File: src/rtl/timer_mc.sv
// Multi-channel capture timer: one shared free-running counter, NUM_CH capture
// channels with valid/overrun status, start/stop control and a one-shot or periodic alarm.
module timer_mc #(
    parameter int CNT_W  = 32,
    parameter int NUM_CH = 4
) (
    input  logic                    clk,
    input  logic                    rst_an,
    input  logic                    clr,
    input  logic                    start,
    input  logic                    stop,
    input  logic [NUM_CH-1:0]       capture,
    input  logic [NUM_CH-1:0]       rst_capture,
    input  logic                    alarm_en,
    input  logic                    alarm_periodic,
    input  logic [CNT_W-1:0]        alarm,
    output logic [CNT_W-1:0]        counter,
    output logic [NUM_CH*CNT_W-1:0] captured,
    output logic [NUM_CH-1:0]       capture_valid,
    output logic [NUM_CH-1:0]       capture_ovr,
    output logic                    overflow,
    output logic                    running,
    output logic                    alarm_out
);

    localparam logic [1:0] ST_IDLE    = 2'd0;
    localparam logic [1:0] ST_RUN     = 2'd1;
    localparam logic [1:0] ST_STOPPED = 2'd2;

    logic [1:0]                   state_q, state_d;
    logic                         start_q, stop_q;
    logic [NUM_CH-1:0]            cap_q;
    logic [CNT_W-1:0]             cnt_q, cnt_d;
    logic                         ovf_q, ovf_d;
    logic                         armed_q, armed_d;
    logic                         alarm_q, alarm_d;
    logic                         reload_q, reload_d;
    logic [NUM_CH-1:0][CNT_W-1:0] captured_q, captured_d;
    logic [NUM_CH-1:0]            valid_q, valid_d;
    logic [NUM_CH-1:0]            ovr_q, ovr_d;

    logic              start_edge, stop_edge, match, cap_allowed;
    logic [NUM_CH-1:0] cap_edge;

    assign start_edge  = start & ~start_q;
    assign stop_edge   = stop & ~stop_q;
    assign cap_edge    = capture & ~cap_q;
    assign cap_allowed = (state_q != ST_IDLE) || start_edge;

    // NOTE: every next-state signal is given its hold value first, so no path through this block can infer a latch.
    always_comb begin
        state_d    = state_q;
        cnt_d      = cnt_q;
        ovf_d      = ovf_q;
        match      = 1'b0;
        captured_d = captured_q;
        valid_d    = valid_q;
        ovr_d      = ovr_q;

        if (start_edge) begin
            state_d = ST_RUN;
            cnt_d   = '0;
            ovf_d   = 1'b0;
            match   = alarm_en && (alarm == '0);
        end else if (state_q == ST_RUN) begin
            // The cycle after a periodic match reloads instead of counting, so it never wraps.
            if (reload_q) begin
                cnt_d = '0;
            end else begin
                cnt_d = cnt_q + CNT_W'(1);
                if (&cnt_q) ovf_d = 1'b1;
            end
            match = armed_q && alarm_en && (cnt_d == alarm);
            if (stop_edge) state_d = ST_STOPPED;
        end

        armed_d  = (start_edge ? alarm_en : (armed_q & alarm_en)) & ~(match & ~alarm_periodic);
        alarm_d  = match;
        reload_d = match & alarm_periodic;

        for (int i = 0; i < NUM_CH; i++) begin
            if (rst_capture[i]) begin
                captured_d[i] = '0;
                valid_d[i]    = 1'b0;
                ovr_d[i]      = 1'b0;
            end else if (cap_edge[i] && cap_allowed) begin
                captured_d[i] = cnt_d;
                valid_d[i]    = 1'b1;
                ovr_d[i]      = ovr_q[i] | valid_q[i];
            end
        end
    end

    // NOTE: the capture registers are few and must read 0 after reset, so they are reset like every other flop.
    always_ff @(posedge clk or negedge rst_an) begin
        if (!rst_an) begin
            state_q    <= ST_IDLE;
            start_q    <= 1'b0;
            stop_q     <= 1'b0;
            cap_q      <= '0;
            cnt_q      <= '0;
            ovf_q      <= 1'b0;
            armed_q    <= 1'b0;
            alarm_q    <= 1'b0;
            reload_q   <= 1'b0;
            captured_q <= '0;
            valid_q    <= '0;
            ovr_q      <= '0;
        end else if (clr) begin
            state_q    <= ST_IDLE;
            start_q    <= 1'b0;
            stop_q     <= 1'b0;
            cap_q      <= '0;
            cnt_q      <= '0;
            ovf_q      <= 1'b0;
            armed_q    <= 1'b0;
            alarm_q    <= 1'b0;
            reload_q   <= 1'b0;
            captured_q <= '0;
            valid_q    <= '0;
            ovr_q      <= '0;
        end else begin
            state_q    <= state_d;
            start_q    <= start;
            stop_q     <= stop;
            cap_q      <= capture;
            cnt_q      <= cnt_d;
            ovf_q      <= ovf_d;
            armed_q    <= armed_d;
            alarm_q    <= alarm_d;
            reload_q   <= reload_d;
            captured_q <= captured_d;
            valid_q    <= valid_d;
            ovr_q      <= ovr_d;
        end
    end

    assign counter       = cnt_q;
    assign captured      = captured_q;
    assign capture_valid = valid_q;
    assign capture_ovr   = ovr_q;
    assign overflow      = ovf_q;
    assign running       = (state_q == ST_RUN);
    assign alarm_out     = alarm_q;

endmodule

File: config.mk
export PLATFORM = sky130hd
export DESIGN_NAME = timer_mc
export DESIGN_NICKNAME = d
export VERILOG_FILES = /design/src/rtl/timer_mc.sv
export SDC_FILE = /design/constraint.sdc
export NUM_CORES = 1
export LEC_CHECK = 0
export BUFFER_PORTS_ARGS = -buffer_cell sky130_fd_sc_hd__buf_4
export CORE_MARGIN = 2
export CORE_UTILIZATION = 50
export CTS_BUF_LIST = sky130_fd_sc_hd__clkbuf_4 sky130_fd_sc_hd__clkbuf_8
export CTS_CLUSTER_SIZE = 40
export DETAILED_ROUTE_END_ITERATION = 12
export GPL_ROUTABILITY_DRIVEN = 0
export PLACE_DENSITY = 0.79
export SETUP_SLACK_MARGIN = 0.15
export SYNTH_ARGS = -nofsm -noshare
export SYNTH_HDL_FRONTEND = slang
export SYNTH_SLANG_ARGS = --single-unit
File: constraint.sdc
create_clock -name clk -period 3.01 [get_ports clk]
set_input_delay 0 -clock clk [delete_from_list [all_inputs] [get_ports clk]]
set_output_delay 0 -clock clk [all_outputs]
set_load 0.05 [all_outputs]
* Yosys cells after proc, flatten, opt, wreduce, memory -nomap -nowiden
Index checks and enable logic that the tools add are counted.
Storage, ports and cells: flip-flop bits (word level) 180, input bits 47, logic and storage cells 112
Operators by class: add/sub/neg operators 1, equality and inequality tests 3, mux-type cells 51, bitwise operators 16, reduce and logical (&&, ||, !) cells 20
Operator list (count):
- $mux W32 | 14
- $mux W128 | 1
- $add A32 B1 Y32 const B | 1
- $eq A32 B32 Y1 | 1
- $logic_not A32 Y1 | 1
- $reduce_and A32 Y1 | 1
- $mux W1 | 29
- $reduce_bool A3 Y1 | 7
- $mux W4 | 3
- $mux W2 | 4
- $logic_and A1 B1 Y1 | 7
- $and A1 B1 Y1 | 6
- $and A4 B4 Y4 | 1
- $not A1 Y1 | 4
- $not A4 Y4 | 1
- $or A1 B1 Y1 | 4
- $ne A3 B2 Y1 const B | 1
- $reduce_and A3 Y1 | 1
- $eq A2 B1 Y1 const B | 1
- $reduce_and A2 Y1 | 1
- $reduce_bool A2 Y1 | 1
- $logic_or A1 B1 Y1 | 1

* Depth between registers and ports, before layout
word-level depth 12, gate-level depth with buffers 11, mapped depth without buffers 10

* Worst setup path before layout
OpenSTA, ideal clock, no wires.
path kind reg-to-reg, from register cnt_q[1] (netlist: counter[1]), to register armed_q, setup time 0.123 ns, arrival 3.290 ns, required time 2.887 ns, slack -0.403 ns, stages on the path, launching flop included 12, cell sequence dfrtp_1 -> ha_1 -> nand3_1 -> buf_2 -> or4_1 -> xnor2_1 -> mux2_2 -> a221oi_1 -> nand4_1 -> nor4_1 -> a41oi_2 -> o221a_1
On the way: word-level cells in the longest chain between the ends 12
Ends and longest elaborated chain:
- start, declared | line 33 | logic [CNT_W-1:0] cnt_q, cnt_d;
- start signal, assigned | line 127 | cnt_q <= cnt_d;
- $add A32 B1 Y32 | line 70 | cnt_d = cnt_q + CNT_W'(1);
- $mux W32 | line 67 | if (reload_q) begin
- $mux W32 | line 65 | end else if (state_q == ST_RUN) begin
- $mux W32 | line 60 | if (start_edge) begin
- $eq A32 B32 Y1 | line 73 | match = armed_q && alarm_en && (cnt_d == alarm);
- $logic_and A1 B1 Y1 | line 73
- $mux W1 | line 65
- $mux W1 | line 60
- $and A1 B1 Y1 | line 77 | armed_d = (start_edge ? alarm_en : (armed_q & alarm_en)) & ~(match & ~alarm_periodic);
- $not A1 Y1 | line 77
- $and A1 B1 Y1 | line 77
- $mux W1 | line 109 | end else if (clr) begin
- end signal, assigned | line 129 | armed_q <= armed_d;
- end, declared | line 35 | logic armed_q, armed_d;
No other way between the ends. The select of a mux whose other input is x is not followed. A chain may end at the register's enable or synchronous reset.

* Worst setup path in the final report
from register cnt_q[0] (netlist: counter[0]), to register armed_q
The elaborated chain is that of the path after synthesis.

==> metrics.yaml <==
cells_and_area:
  multi_input_area_mm2: 0.00438
  fill_cells: 1539
  fin_area_mm2: 0.0117
  final_common_cell: "nand2_1"
  register_area_mm2: 0.00453
  antenna_cells: 0
  final_cells: 1540
  area_growth_pct: 29.3
  fin_util_pct: 65.6
  fin_nets: 1349
  drive_gt1_share_pct: 27.7
  layout_common_cells: "285 x nand2_1, 265 x buf_4, 182 x a21oi_1, 160 x dfrtp_1, 79 x nor2_1"
worst_setup_path:
  worstReg2RegEnd: "armed_q"
  crit_path_start: "counter[0]"
  crit_path_max_fanout: 8
  worstSetupPathType: "reg -> reg"
  crit_family: "simple AND/OR/NAND/NOR gates"
  reg2reg_from: "counter[0]"
  critPathCapture: "armed_q"
  start_kind: "flip-flop"
  end_kind: "flip-flop"
  worst_path_largest_cell_delay_ns: 0.40
  worst_ep_arrival_time_ns: 3.21
  worst_path_max_delay_cell: "dfrtp_2"
  reg2reg_depth: 9
  path_depth: 9
  critPathRequiredTime_ns: 3.36
  cp_cell_sequence: "buf_4 -> nand4_1 -> or2_2 -> xor2_1 -> mux2_2 -> o32a_1 -> nor4_2 -> a41oi_2 -> o221a_1"
  cp.buffers_inverters: 1
  reg2reg_slack_ns: 0.15
global_routing:
  grt_pass1_vias: 8313
  overflow: 0
  grt_pass1_wl_mm: 45.3
  antenna_found_initial: 0
  grt_usage_pct: 29.3
  grt_max_degree: 69
synth:
  ys_ff_latch: 180
  synth-xor-area-share_pct: 3.98
  synth_top_family_by_area: "simple AND/OR/NAND/NOR gates"
  synthCells: 1090
  yosysTopAreaCell: "dfrtp_1"
  synthArstFlopShare_pct: 100
  yosysWarningCount: 0
  syn_area_mm2: 0.00908
  netlist-cell-type-count: 60
  syn_avg_cell_area_um2: 8.33
  synth_top_area_share_pct: 49.6
  synthAdderAreaFrac_pct: 0.138
  synthFlopType: "dfrtp_1"
  synth.net_count: 1138
  synth-compound-area-share_pct: 13.7
  synthMuxAreaShare_pct: 1.47
  seq_area_frac_synth_pct: 49.6
  synth-simple-area-share_pct: 27.0
  synthTopCellsByArea: "dfrtp_1 50%, nand2_1 12%, a21oi_1 10%, nor2_1 3.3%, nor3_1 2.8%"
  synth_edf_count: 0
sta:
  hold_viol: 0
  hold_ws_ns: 0.0451
  tightest_slew_ns: 0.871
  final_max_slew_viol_count: 0
  setup_slack_ns: 0.151
  rsz0062_at_grt: "yes"
  setup_violations: 0
  slew_headroom_pct: 41.7
  final.setup.tns_ns: 0
  max_clock_freq_ghz: 0.350
  min_period_ns: 2.86
  finClkSkew_ns: 0.0168
  period_share_pct: 95.0
placement:
  dp_hpwl_mm: 20.5
  pre_cts_slack_ns: -0.137
  dp_cells: 1483
  portBuffers: 217
  placed_area_mm2: 0.0110
route:
  dr_total_vias: 8928
  vias_per_cell: 5.80
  drc: 0
  dr.first_iter.drc_count: 923
  antenna_left: 0
  wirelength_mm: 28.9
  first_pass_iters: 6
  post_drt_wl_per_cell_um: 18.8
clock_network:
  insertion_delay_ns: 0.46
  numCtsBuffers: 17
  htree_levels: 4
  clockBufferDepth: 2
  cts_tree: "yes"
  clkTransAtPathRegs_ns: 0.09
  cts_num_sinks: 180
  cts-root-buf: "clkbuf_8"
pwr:
  pwr-share-comb_pct: 9.4
  p_sw_share_pct: 25.6
  clock_power_share_pct: 36.7
  intPower_mw: 3.36
  power_density_mw_per_mm2: 385
  power_mw: 4.52
  power_leakage_nw: 5.15
  p_switching_mw: 1.16
  ir_drop_v: 0.000288
  p_seq_share_pct: 53.8
min_path:
  min_path_type: "in -> reg"
run_status:
  status: "finished clean"
floorplan:
  die_w_um: 139
  rows: 49
  die_area_mm2: 0.0192
  io_pins: 218
  chipHeight_um: 139
  coreArea_mm2: 0.0179
  start_util_pct: 50.7
job:
  drv_cap: 0
-- worst reg2reg max path, cell delays in order (launching register included) --
cell and delay, ns:
dfrtp_2 0.40, buf_4 0.17, nand4_1 0.25, or2_2 0.40
xor2_1 0.29, mux2_2 0.38, o32a_1 0.19, nor4_2 0.24
a41oi_2 0.21, o221a_1 0.24
-- power by group through the flow --
stage	Combinational (mW)	Sequential, mW	Clock (mW)
floorplan	0.190	2.49	0
global placement	0.410	2.48	0
detailed placement	0.413	2.48	0
CTS	0.425	2.43	1.69
global route	0.463	2.44	1.78
finish	0.426	2.43	1.66
-- registers in the layout (all words and copies together) (netlist names) --
name,flops
alarm_out,1
counter,32
cap_q,4
start_q,1
armed_q,1
stop_q,1
capture_ovr,4
overflow,1
captured,128
state_q,2
capture_valid,4
reload_q,1
-- logic make-up (layout without fill, tap and decap cells) --
logic type	Yosys count	in the layout
muxes	13	13
DFF	180	180
adders and majority gates	1	1
buffers and inverters	92	313
xor gates and xnor gates	38	38
AOI/OAI and AO/OA	227	227
and+or+nand+nor	539	539
-- Yosys cell counts (3+ instances only) --
cell type and instances:
nand2_1 285, xnor2_1 20, dfrtp_1 180, nand4_1 24, buf_4 3, or4_1 6
nand3b_1 4, nand2b_1 3, buf_2 10, xor2_1 16, and3_1 5, a22oi_1 5
mux2i_1 10, o21ai_0 14, nor4_1 13, a21oi_1 183, clkbuf_1 66, or2_2 8
nor3_1 51, inv_1 6, nand3_1 11, nor2_1 81, nor3b_1 5, or3_1 18
nor2b_1 12, buf_1 7, mux2_2 3
-- worst min path at each step --
stage | depth (start not counted) | to | start
4_1_cts | 2 | alarm_out | clr
3_3_place_gp | 1 | capture_ovr[1] | rst_an
5_1_grt | 2 | cap_q[0] | clr
3_5_place_dp | 1 | captured[15] | rst_an
6_report | 2 | cap_q[0] | clr
2_1_floorplan | 0 | alarm_out | rst_an
-- timing repair --
action | CTS | global route
setup buffers | 2 | 17
hold buffers | 9 | 0
gates cloned | 0 | 0
pin swaps | 3 | 12
gates resized for setup | 5 | 15
endpoints found under the setup margin | 11 | 17
hold endpoints to repair | 73 | 0
-- per-layer routing --
metal / part of all wire [%] / GRT usage, % / vias to the layer above
met5: 0 / 0 / -
met4: 2.0 / 7.60 / 0
li1: - / - / 4125
met1: 42 / 41.3 / 4324
met2: 46 / 45.0 / 432
met3: 10 / 8.70 / 47
-- area by class of cell --
| type | count | share of cell area (%) |
|---|---|---|
| multi-input cells | 818 | 37.3 |
| flip-flops and latches | 180 | 38.6 |
| repair buffers | 278 | 18.2 |
| clock buffers | 22 | 2.47 |
| clock inverters | 7 | 0.831 |
| inverters | 6 | 0.192 |
| well taps | 229 | 2.44 |
(Power assumes the default switching activity.)
